--- src/rtl/serial_adder.sv ---
// ---------------------------------------------------------------------------
// serial_adder
//
// Bit-serial adder built from one full-adder cell and a carry flip-flop.
// A start request loads two WIDTH-bit operands and a carry-in. The block
// then adds one bit per clock, LSB first. When the last bit is done it
// presents the registered sum and carry-out together with a one-cycle done
// pulse. This suits places where area matters more than latency.
//
// Parameters
//   WIDTH   operand/sum width in bits (>= 1)
//
// Ports
//   clk     in   1      rising-edge clock
//   rst_n   in   1      asynchronous active-low reset
//   start   in   1      request, accepted only while busy is low
//   a       in   WIDTH  operand A, captured when start is accepted
//   b       in   WIDTH  operand B, captured when start is accepted
//   c_i     in   1      carry-in, captured when start is accepted
//   busy    out  1      high while bit additions are in progress
//   done    out  1      one-cycle pulse when sum/c_o hold a new result
//   sum     out  WIDTH  registered sum, held until the next completion
//   c_o     out  1      registered carry-out, held until the next completion
// ---------------------------------------------------------------------------
module serial_adder #(
   parameter int WIDTH = 8
) (
   input  logic             clk,
   input  logic             rst_n,
   input  logic             start,
   input  logic [WIDTH-1:0] a,
   input  logic [WIDTH-1:0] b,
   input  logic             c_i,
   output logic             busy,
   output logic             done,
   output logic [WIDTH-1:0] sum,
   output logic             c_o
);

   localparam int CW = $clog2(WIDTH + 1);

   typedef enum logic [1:0] {
      IDLE,
      SHIFT,
      FIN
   } state_t;

   state_t           state;
   logic [WIDTH-1:0] a_sr;
   logic [WIDTH-1:0] b_sr;
   logic [WIDTH-1:0] acc;
   logic             carry;
   logic [CW-1:0]    cnt;

   logic             sum_bit;
   logic             carry_next;
   logic [WIDTH-1:0] acc_next;

   // The single full-adder cell works on the LSBs of the operand shift
   // registers. Its sum bit enters the accumulator at the MSB. After WIDTH
   // shifts, the first (LSB) result bit has therefore reached bit 0. The
   // insertion is written as a shift so that WIDTH=1 needs no special slice.
   always_comb begin
      sum_bit    = a_sr[0] ^ b_sr[0] ^ carry;
      carry_next = (a_sr[0] & b_sr[0]) | (a_sr[0] & carry) | (b_sr[0] & carry);
      acc_next   = (acc >> 1) | (WIDTH'(sum_bit) << (WIDTH - 1));
   end

   // Control FSM together with the datapath registers.
   // IDLE and FIN behave alike: both accept a new request, and FIN accepting
   // one gives back-to-back operation. The sum and carry-out registers load
   // only on the edge that finishes the last bit, so the completed value is
   // stored directly from the adder cell. They hold that value through the
   // following operations until the next completion.
   always_ff @(posedge clk or negedge rst_n) begin
      if (!rst_n) begin
         state <= IDLE;
         a_sr  <= '0;
         b_sr  <= '0;
         acc   <= '0;
         carry <= 1'b0;
         cnt   <= '0;
         sum   <= '0;
         c_o   <= 1'b0;
         busy  <= 1'b0;
         done  <= 1'b0;
      end else begin
         case (state)
            IDLE, FIN: begin
               done <= 1'b0;
               if (start) begin
                  a_sr  <= a;
                  b_sr  <= b;
                  carry <= c_i;
                  acc   <= '0;
                  cnt   <= '0;
                  busy  <= 1'b1;
                  state <= SHIFT;
               end else begin
                  busy  <= 1'b0;
                  state <= IDLE;
               end
            end
            SHIFT: begin
               a_sr  <= a_sr >> 1;
               b_sr  <= b_sr >> 1;
               acc   <= acc_next;
               carry <= carry_next;
               cnt   <= cnt + CW'(1);
               if (cnt == CW'(WIDTH - 1)) begin
                  sum   <= acc_next;
                  c_o   <= carry_next;
                  busy  <= 1'b0;
                  done  <= 1'b1;
                  state <= FIN;
               end
            end
            default: begin
               busy  <= 1'b0;
               done  <= 1'b0;
               state <= IDLE;
            end
         endcase
      end
   end

endmodule

--- config.mk ---
export PLATFORM = sky130hd
export DESIGN_NAME = serial_adder
export DESIGN_NICKNAME = d
export VERILOG_FILES = /design/src/rtl/serial_adder.sv
export SDC_FILE = /design/constraint.sdc
export NUM_CORES = 1
export LEC_CHECK = 0
export ABC_AREA = 1
export CAP_MARGIN = 25
export CORE_MARGIN = 2
export CORE_UTILIZATION = 30
export CTS_CLUSTER_DIAMETER = 80
export CTS_CLUSTER_SIZE = 25
export DETAILED_ROUTE_END_ITERATION = 10
export DONT_BUFFER_PORTS = 1
export GPL_TIMING_DRIVEN = 0
export PLACE_DENSITY = 0.45
export RECOVER_POWER = 25
export SYNTH_ARGS = -nofsm -noshare
export SYNTH_HDL_FRONTEND = slang
export SYNTH_SLANG_ARGS = --single-unit
--- constraint.sdc ---
create_clock -name clk -period 1.2 [get_ports clk]
set_input_delay 0.24 -clock clk [delete_from_list [all_inputs] [get_ports clk]]
set_output_delay 0.24 -clock clk [all_outputs]
set_load 0.05 [all_outputs]
==> out/qor.csv, run 1 <==
stage;metric;value;unit
floorplan;die_w;79.76;um
setup_path;arrival;1440;ps
setup_path;rr_startpoint;state[0]$_DFFE_PN0P_;
yosys;syn_inst;215;
grt;antenna_found_initial;0;
setup_path;critPathMostFrequentCell;nand2_1;
floorplan;die_h;79.76;um
yosys;synth.area.top_cells;dfrtp_1, nand2_1, inv_1;
run_status;violations;negative setup slack;
placement;place_area;1829;um2
pwr;powerDensity;2938;nW/um2
sta;fin_ws;-60.29;ps
floorplan;fp-row-count;27;
yosys;synthTopCellsByCount;nand2_1, dfrtp_1, inv_1;
setup_path;critPathCaptureType;flip-flop;
grt;grt_pass1_wl;6.265;mm
setup_path;cp_top_family;flip-flops;
drt;drtAntennaViolNets;0;
min_path;min_to;b_sr[7]$_DFFE_PN0P_;
setup_path;critPathLaunchType;flip-flop;
setup_path;worstPathCellList;inv_4 > nor2_4 > buf_4 > nand2_4 > nand2_1 > nand2_1;
setup_path;worstPathRequired;1380;ps
cells_and_area;drive_above_1_share;24.17;%
cells_and_area;stdcell_count;312;
grt;grt-ovfl-total;0;
yosys;ys_async_sr_fraction;100.0;%
drt;drc_errors;0;
cells_and_area;fin_area;2178;um2
setup_path;path_buf_inv;2;
yosys;ys_types;18;
setup_path;reg2reg_depth;6;
setup_path;max_stage_delay;580;ps
cts;cts_tree;built;
run_status;status;complete, but fails checks;
drt;via_count;1342;
floorplan;core_area;5540;um2
job;cap_viol_max_count;0;
sta;hold_violations;0;
sta;post-route-min-period;1260;ps
cts;htreeDepth;2;
cells_and_area;utilization;39.32;%
sta;clock_skew;7.543;ps
min_path;min_path_cells;2;
min_path;holdCritStartpoint;b[7];
yosys;synth_nets;237;
yosys;synth_ff_type;dfrtp_1;
yosys;synth-edff-count;0;
cts;clock_sinks;39;
placement;pre_cts_slack;-189.0;ps
placement;portBuffers;0;
floorplan;initial_core_util;31.07;%
setup_path;critPathKind;flip-flop to flip-flop;
cts;cts.clk_slew.worst_paths;80;ps
cells_and_area;n_antenna_cell;0;
cells_and_area;fin_nets;261;
cts;clock-root-buffer;clkbuf_8;
drt;post_drt_wl_per_cell;12.45;um
setup_path;timing.rr.end;sum[5]$_DFFE_PN0P_;
floorplan;die-area;6361;um2
min_path;hold_class;primary input to flip-flop;
floorplan;io_pins;31;
cells_and_area;syn2layout_area_growth;26.53;%
sta;max_slew.worst_pin.slew;546.6;ps
cts;clk_latency;290;ps
yosys;ys_ff_latch;39;
sta;fmax;793.5;MHz
grt;grt_pass1_vias;1351;
placement;place_congestion;0.6672;
placement;hpwl;2.307;mm
setup_path;crit_slowest_cell;dfrtp_4;
yosys;postSynthAreaPerCell;8.008;um2
cts;cts_buffers;5;
pwr;peakVddDrop;1.072;mV
yosys;synth_warnings;0;
yosys;seq_area_frac_synth;56.69;%
sta;rsz0062_at_grt;true;
sta;whs;63.53;ps
setup_path;critPathMaxFanout;5;
sta;finalCritPeriodShare;105.0;%
cts;clockBufferDepth;2;
setup_path;cp.depth;6;
yosys;synth.most_common_cell;nand2_1;
sta;slew_headroom;63.56;%
drt;drt-total-wl;3.884;mm
sta;setup_viol;29;
yosys;synth_top_area_share;56.69;%
setup_path;r2r_slack;-60;ps
drt;dr.first_iter.drc_count;32;
sta;slew_viol_final;0;
yosys;yosysTopAreaCell;dfrtp_1;
drt;drtPass1Iterations;4;
placement;place_inst;287;
drt;viasPerCell;4.301;
grt;grt_max_degree;40;
pwr;leakagePower;1.138;nW
grt;track_usage;13.06;%
yosys;synth_area;1722;um2
==> logic make-up (layout without fill, tap and decap cells) <==
| group | count (synthesis) | count (layout) | synth area share [%] |
|---|---|---|---|
| and+or+nand+nor | 133 | 135 | 30.16 |
| DFF | 39 | 39 | 56.69 |
| buffers and inverters | 32 | 55 | 8.212 |
| AOI/OAI and AO/OA | 9 | 9 | 3.052 |
| adders and majority gates | 2 | 2 | 1.889 |
==> placed cells by master (no fill, tap or decap) <==
cell | netlist | routed
nand2_1 | 120 | 113
dfrtp_1 | 39 | 29
inv_1 | 25 | 24
buf_4 | 1 | 10
dfrtp_2 | 0 | 9
buf_6 | 2 | 8
nand2_2 | 2 | 6
clkbuf_8 | 0 | 6
nor2_4 | 0 | 5
o22ai_1 | 6 | 5
nand2_4 | 0 | 3
nand3_1 | 4 | 3
inv_4 | 0 | 2
o21ai_1 | 0 | 2
inv_2 | 2 | 1
nand3_2 | 0 | 1
nand4_1 | 1 | 1
o22ai_2 | 0 | 1
or2_2 | 1 | 1
nor2_1 | 3 | 1
a21oi_1 | 1 | 1
fa_1 | 1 | 1
ha_4 | 0 | 1
clkinv_2 | 0 | 1
clkbuf_1 | 0 | 1
nand2_8 | 0 | 1
clkbuf_4 | 0 | 1
dlygate4sd3_1 | 0 | 1
dfrtp_4 | 0 | 1
==> worst register-to-register path, stage by stage, from the launching register on <==
cell     delay (ps)
dfrtp_4         580
inv_4            70
nor2_4          160
buf_4           140
nand2_4          70
nand2_1          70
nand2_1          60
==> final cells by class <==
type / instances / area, um2
clock inverters: 1 / 5.005
multi-input cells: 146 / 716.9
inverters: 27 / 106.4
clock buffers: 7 / 86.33
repair buffers: 15 / 130.1
plain buffers: 5 / 52.55
fillers: 605 / 3362
well taps: 72 / 90.09
flip-flops and latches: 39 / 991.0
==> state kept, by name, summed over array words and instances (netlist names) <==
| name | cells |
|---|---|
| a_sr | 8 |
| b_sr | 8 |
| state | 1 |
| done | 1 |
| cnt | 4 |
| c_o | 1 |
| acc | 7 |
| sum | 8 |
| carry | 1 |
==> what timing repair did <==
action                     4_1_cts  5_1_grt
gates cloned                     2        2
gates resized for setup         19       25
hold buffers                     2        0
setup buffers                    5        7
setup endpoints to repair       32       45
hold endpoints to repair        39        0
pin swaps                        8        9
==> metal layers <==
| metal | up-vias | GRT usage, % | share of wire [%] | wire (um) |
|---|---|---|---|---|
| met4 | 0 | 5.085 | 1.6 | 61 |
| met5 | - | 0 | 0 | 0 |
| met2 | 33 | 21.18 | 49 | 1912 |
| met1 | 610 | 16.13 | 44 | 1712 |
| met3 | 7 | 4.186 | 5.1 | 197 |
| li1 | 692 | - | - | - |
==> stage by stage <==
| stage | power, W | TNS, ps |
|---|---|---|
| 3_5_place_dp | 0.004740 | -4762 |
| 6_report | 0.006399 | -1031 |
| 5_1_grt | 0.006945 | -3744 |
| 2_1_floorplan | 0.004290 | 0 |
| 3_3_place_gp | 0.004722 | -4709 |
| 4_1_cts | 0.006044 | -1437 |
==> how the worst max path moves through the flow <==
stage / end / slack (ps) / startpoint
4_1_cts: a_sr[4]$_DFFE_PN0P_ / -70 / state[0]$_DFFE_PN0P_
3_5_place_dp: sum[7]$_DFFE_PN0P_ / -190 / state[0]$_DFFE_PN0P_
5_1_grt: a_sr[0]$_DFFE_PN0P_ / -140 / state[0]$_DFFE_PN0P_
6_report: sum[5]$_DFFE_PN0P_ / -60 / state[0]$_DFFE_PN0P_
2_1_floorplan: cnt[3]$_DFFE_PN0P_ / 5 / state[0]$_DFFE_PN0P_
3_3_place_gp: sum[6]$_DFFE_PN0P_ / -190 / state[0]$_DFFE_PN0P_
==> power breakdown <==
group | switching, W | internal, W
Combinational | 0.00140 | 0.00115
Sequential | 0.00100 | 0.00194
Clock | 0.000449 | 0.000464
Total | 0.00285 | 0.00355
No activity file was read; power rests on OpenSTA's default activity.
==> inputs of run 2 (changes only) <==
--- a/config.mk
+++ b/config.mk
@@ -14,7 +14,7 @@
 export DETAILED_ROUTE_END_ITERATION = 10
 export DONT_BUFFER_PORTS = 1
 export GPL_TIMING_DRIVEN = 0
-export PLACE_DENSITY = 0.45
+export PLACE_DENSITY = 0.44
 export RECOVER_POWER = 25
 export SYNTH_ARGS = -nofsm -noshare
 export SYNTH_HDL_FRONTEND = slang
==> constraint.sdc (replaced) <==
create_clock -name clk -period 1.3 [get_ports clk]
set_input_delay 0.26 -clock clk [delete_from_list [all_inputs] [get_ports clk]]
set_output_delay 0.26 -clock clk [all_outputs]
set_load 0.05 [all_outputs]
==> out/qor.csv, run 2 (synthesized netlist as in run 1, its figures left out) <==
stage;metric;value;unit
cells_and_area;final_common_cell;nand2_1;
cells_and_area;syn2layout_area_growth;23.55;%
placement;place_inst;287;
pwr;power.switching;0.002577;W
min_path;min_path_cells;2;
pwr;seq_power_share;46.4;%
setup_path;r2r_slack;9;ps
setup_path;timing.rr.end;a_sr[3]$_DFFE_PN0P_;
floorplan;core_area;5540;um2
min_path;min_to;b_sr[7]$_DFFE_PN0P_;
setup_path;critPathLaunch;state[0]$_DFFE_PN0P_;
sta;finalCritPeriodShare;99.28;%
cells_and_area;multi_input_area;693.2;um2
floorplan;initial_core_util;31.07;%
drt;drtAntennaViolNets;0;
drt;drc_errors;0;
drt;via_count;1322;
cts;clock_sinks;39;
cells_and_area;drive_above_1_share;18.99;%
sta;slew_viol_final;0;
setup_path;critPathCaptureType;flip-flop;
cells_and_area;n_antenna_cell;0;
sta;max_slew.worst_pin.slew;546.9;ps
sta;rsz0062_at_grt;true;
grt;grt_max_degree;40;
setup_path;critPathLaunchType;flip-flop;
setup_path;crit_slowest_cell;dfrtp_4;
setup_path;critPathMostFrequentCell;nand2_1;
setup_path;reg2reg_depth;8;
placement;hpwl;2.329;mm
setup_path;worstPathCellList;inv_4 > nor2_4 > buf_6 > buf_6 > nand2_1 > nand2_1 > inv_1 > nand2_1;
drt;post_drt_wl_per_cell;12.34;um
min_path;holdCritStartpoint;b[7];
cells_and_area;fin_nets;258;
setup_path;max_stage_delay;600;ps
drt;viasPerCell;4.278;
cells_and_area;stdcell_count;309;
setup_path;arrival;1470;ps
grt;antenna_found_initial;0;
placement;place_congestion;0.6540;
setup_path;cp_top_family;flip-flops;
grt;grt_pass1_wl;6.437;mm
placement;pre_cts_slack;-192.4;ps
sta;post-route-min-period;1291;ps
job;cap_viol_max_count;0;
floorplan;die_h;79.76;um
sta;setup_viol;0;
setup_path;critPathMaxFanout;5;
cells_and_area;seq_area;980.9;um2
placement;portBuffers;0;
cts;cts_buffers;5;
cts;cts.clk_slew.worst_paths;80;ps
pwr;pwr-share-clk;15.7;%
pwr;peakVddDrop;0.7545;mV
cells_and_area;largestRegisters;a_sr: 8 flops, b_sr: 8 flops, sum: 8 flops;
grt;track_usage;13.63;%
sta;slew_headroom;63.54;%
floorplan;die_w;79.76;um
pwr;powerDensity;2739;nW/um2
sta;fmax;774.8;MHz
cells_and_area;fillers;607;
pwr;leakagePower;1.126;nW
cts;clk_latency;290;ps
cts;cts_tree;built;
min_path;hold_class;primary input to flip-flop;
setup_path;critPathKind;flip-flop to flip-flop;
run_status;status;finished clean;
pwr;switching_share;44.24;%
drt;drtPass1Iterations;4;
pwr;pwr-share-comb;38.0;%
setup_path;path_buf_inv;4;
floorplan;io_pins;31;
pwr;total_power;0.005826;W
grt;grt-ovfl-total;0;
cells_and_area;layout_common_cells;nand2_1, dfrtp_1, inv_1;
floorplan;fp-row-count;27;
setup_path;worstPathRequired;1480;ps
sta;fin_ws;9.378;ps
cts;clockBufferDepth;2;
pwr;internal_power;0.003249;W
drt;dr.first_iter.drc_count;47;
cts;clock-root-buffer;clkbuf_8;
cts;htreeDepth;2;
floorplan;die-area;6361;um2
sta;hold_violations;0;
drt;drt-total-wl;3.813;mm
setup_path;rr_startpoint;state[0]$_DFFE_PN0P_;
sta;clock_skew;8.995;ps
grt;grt_pass1_vias;1326;
run 2: changes by cell type in the layout (fill, tap and decap cells not counted), moves of 2 or more:
cell | previous run | this run
dfrtp_1 | 29 | 37
o21ai_0 | 0 | 2
o21ai_1 | 2 | 0
buf_4 | 10 | 8
dfrtp_2 | 9 | 1
nand2_1 | 113 | 115
buf_6 | 8 | 5
run 2: power by group through the flow:
stage | registers (W) | logic [W] | clock network, W
3_3_place_gp | 0.00267 | 0.00164 | 0
2_1_floorplan | 0.00259 | 0.00133 | 0
5_1_grt | 0.00279 | 0.00260 | 0.00101
3_5_place_dp | 0.00267 | 0.00167 | 0
4_1_cts | 0.00268 | 0.00190 | 0.000946
6_report | 0.00270 | 0.00221 | 0.000913
run 2: metrics by stage:
stage          instance area (um2)  util (%)  hold slack [ps]  TNS (ps)
2_1_floorplan                 1724         -           -35.59         0
3_3_place_gp                  1814     32.75           -34.75     -3997
3_5_place_dp                  1814     32.75           -34.57     -4056
4_1_cts                       2022     36.50            76.35         0
5_1_grt                       2127     38.39            88.10    -465.1
6_report                      2127     38.39            86.04         0
run 2: repair_timing:
item | in CTS | in global routing
hold buffers | 2 | 0
pin swaps | 2 | 3
buffers inserted | 3 | 6
setup endpoints to repair | 31 | 32
endpoints found under the hold margin | 39 | 0
gates cloned | 1 | 2
gates resized for setup | 14 | 13
run 2: worst max path at each step:
stage          slack (ps)             endpoint  cells after the start
6_report                9  a_sr[3]$_DFFE_PN0P_                      8
5_1_grt               -60  a_sr[3]$_DFFE_PN0P_                      8
4_1_cts                10   cnt[3]$_DFFE_PN0P_                      7
3_5_place_dp         -190  a_sr[3]$_DFFE_PN0P_                      6
3_3_place_gp         -180  a_sr[3]$_DFFE_PN0P_                      6
2_1_floorplan          50   cnt[3]$_DFFE_PN0P_                      6
run 2: area by class of cell:
class | count | share of cell area [%]
Buffer | 5 | 2.471
Clock buffer | 8 | 4.706
Inverter | 27 | 4.882
Multi-Input combinational cell | 146 | 32.59
Sequential cell | 39 | 46.12
Tap cell | 72 | 4.235
Timing Repair Buffer | 12 | 5.000
run 2: per-layer routing:
layer,GRT usage (%),vias up,part of all wire (%)
met5,0,-,0
met1,16.69,595,47
li1,-,689,-
met3,5.430,6,6.9
met4,5.593,0,1.7
met2,21.34,32,44
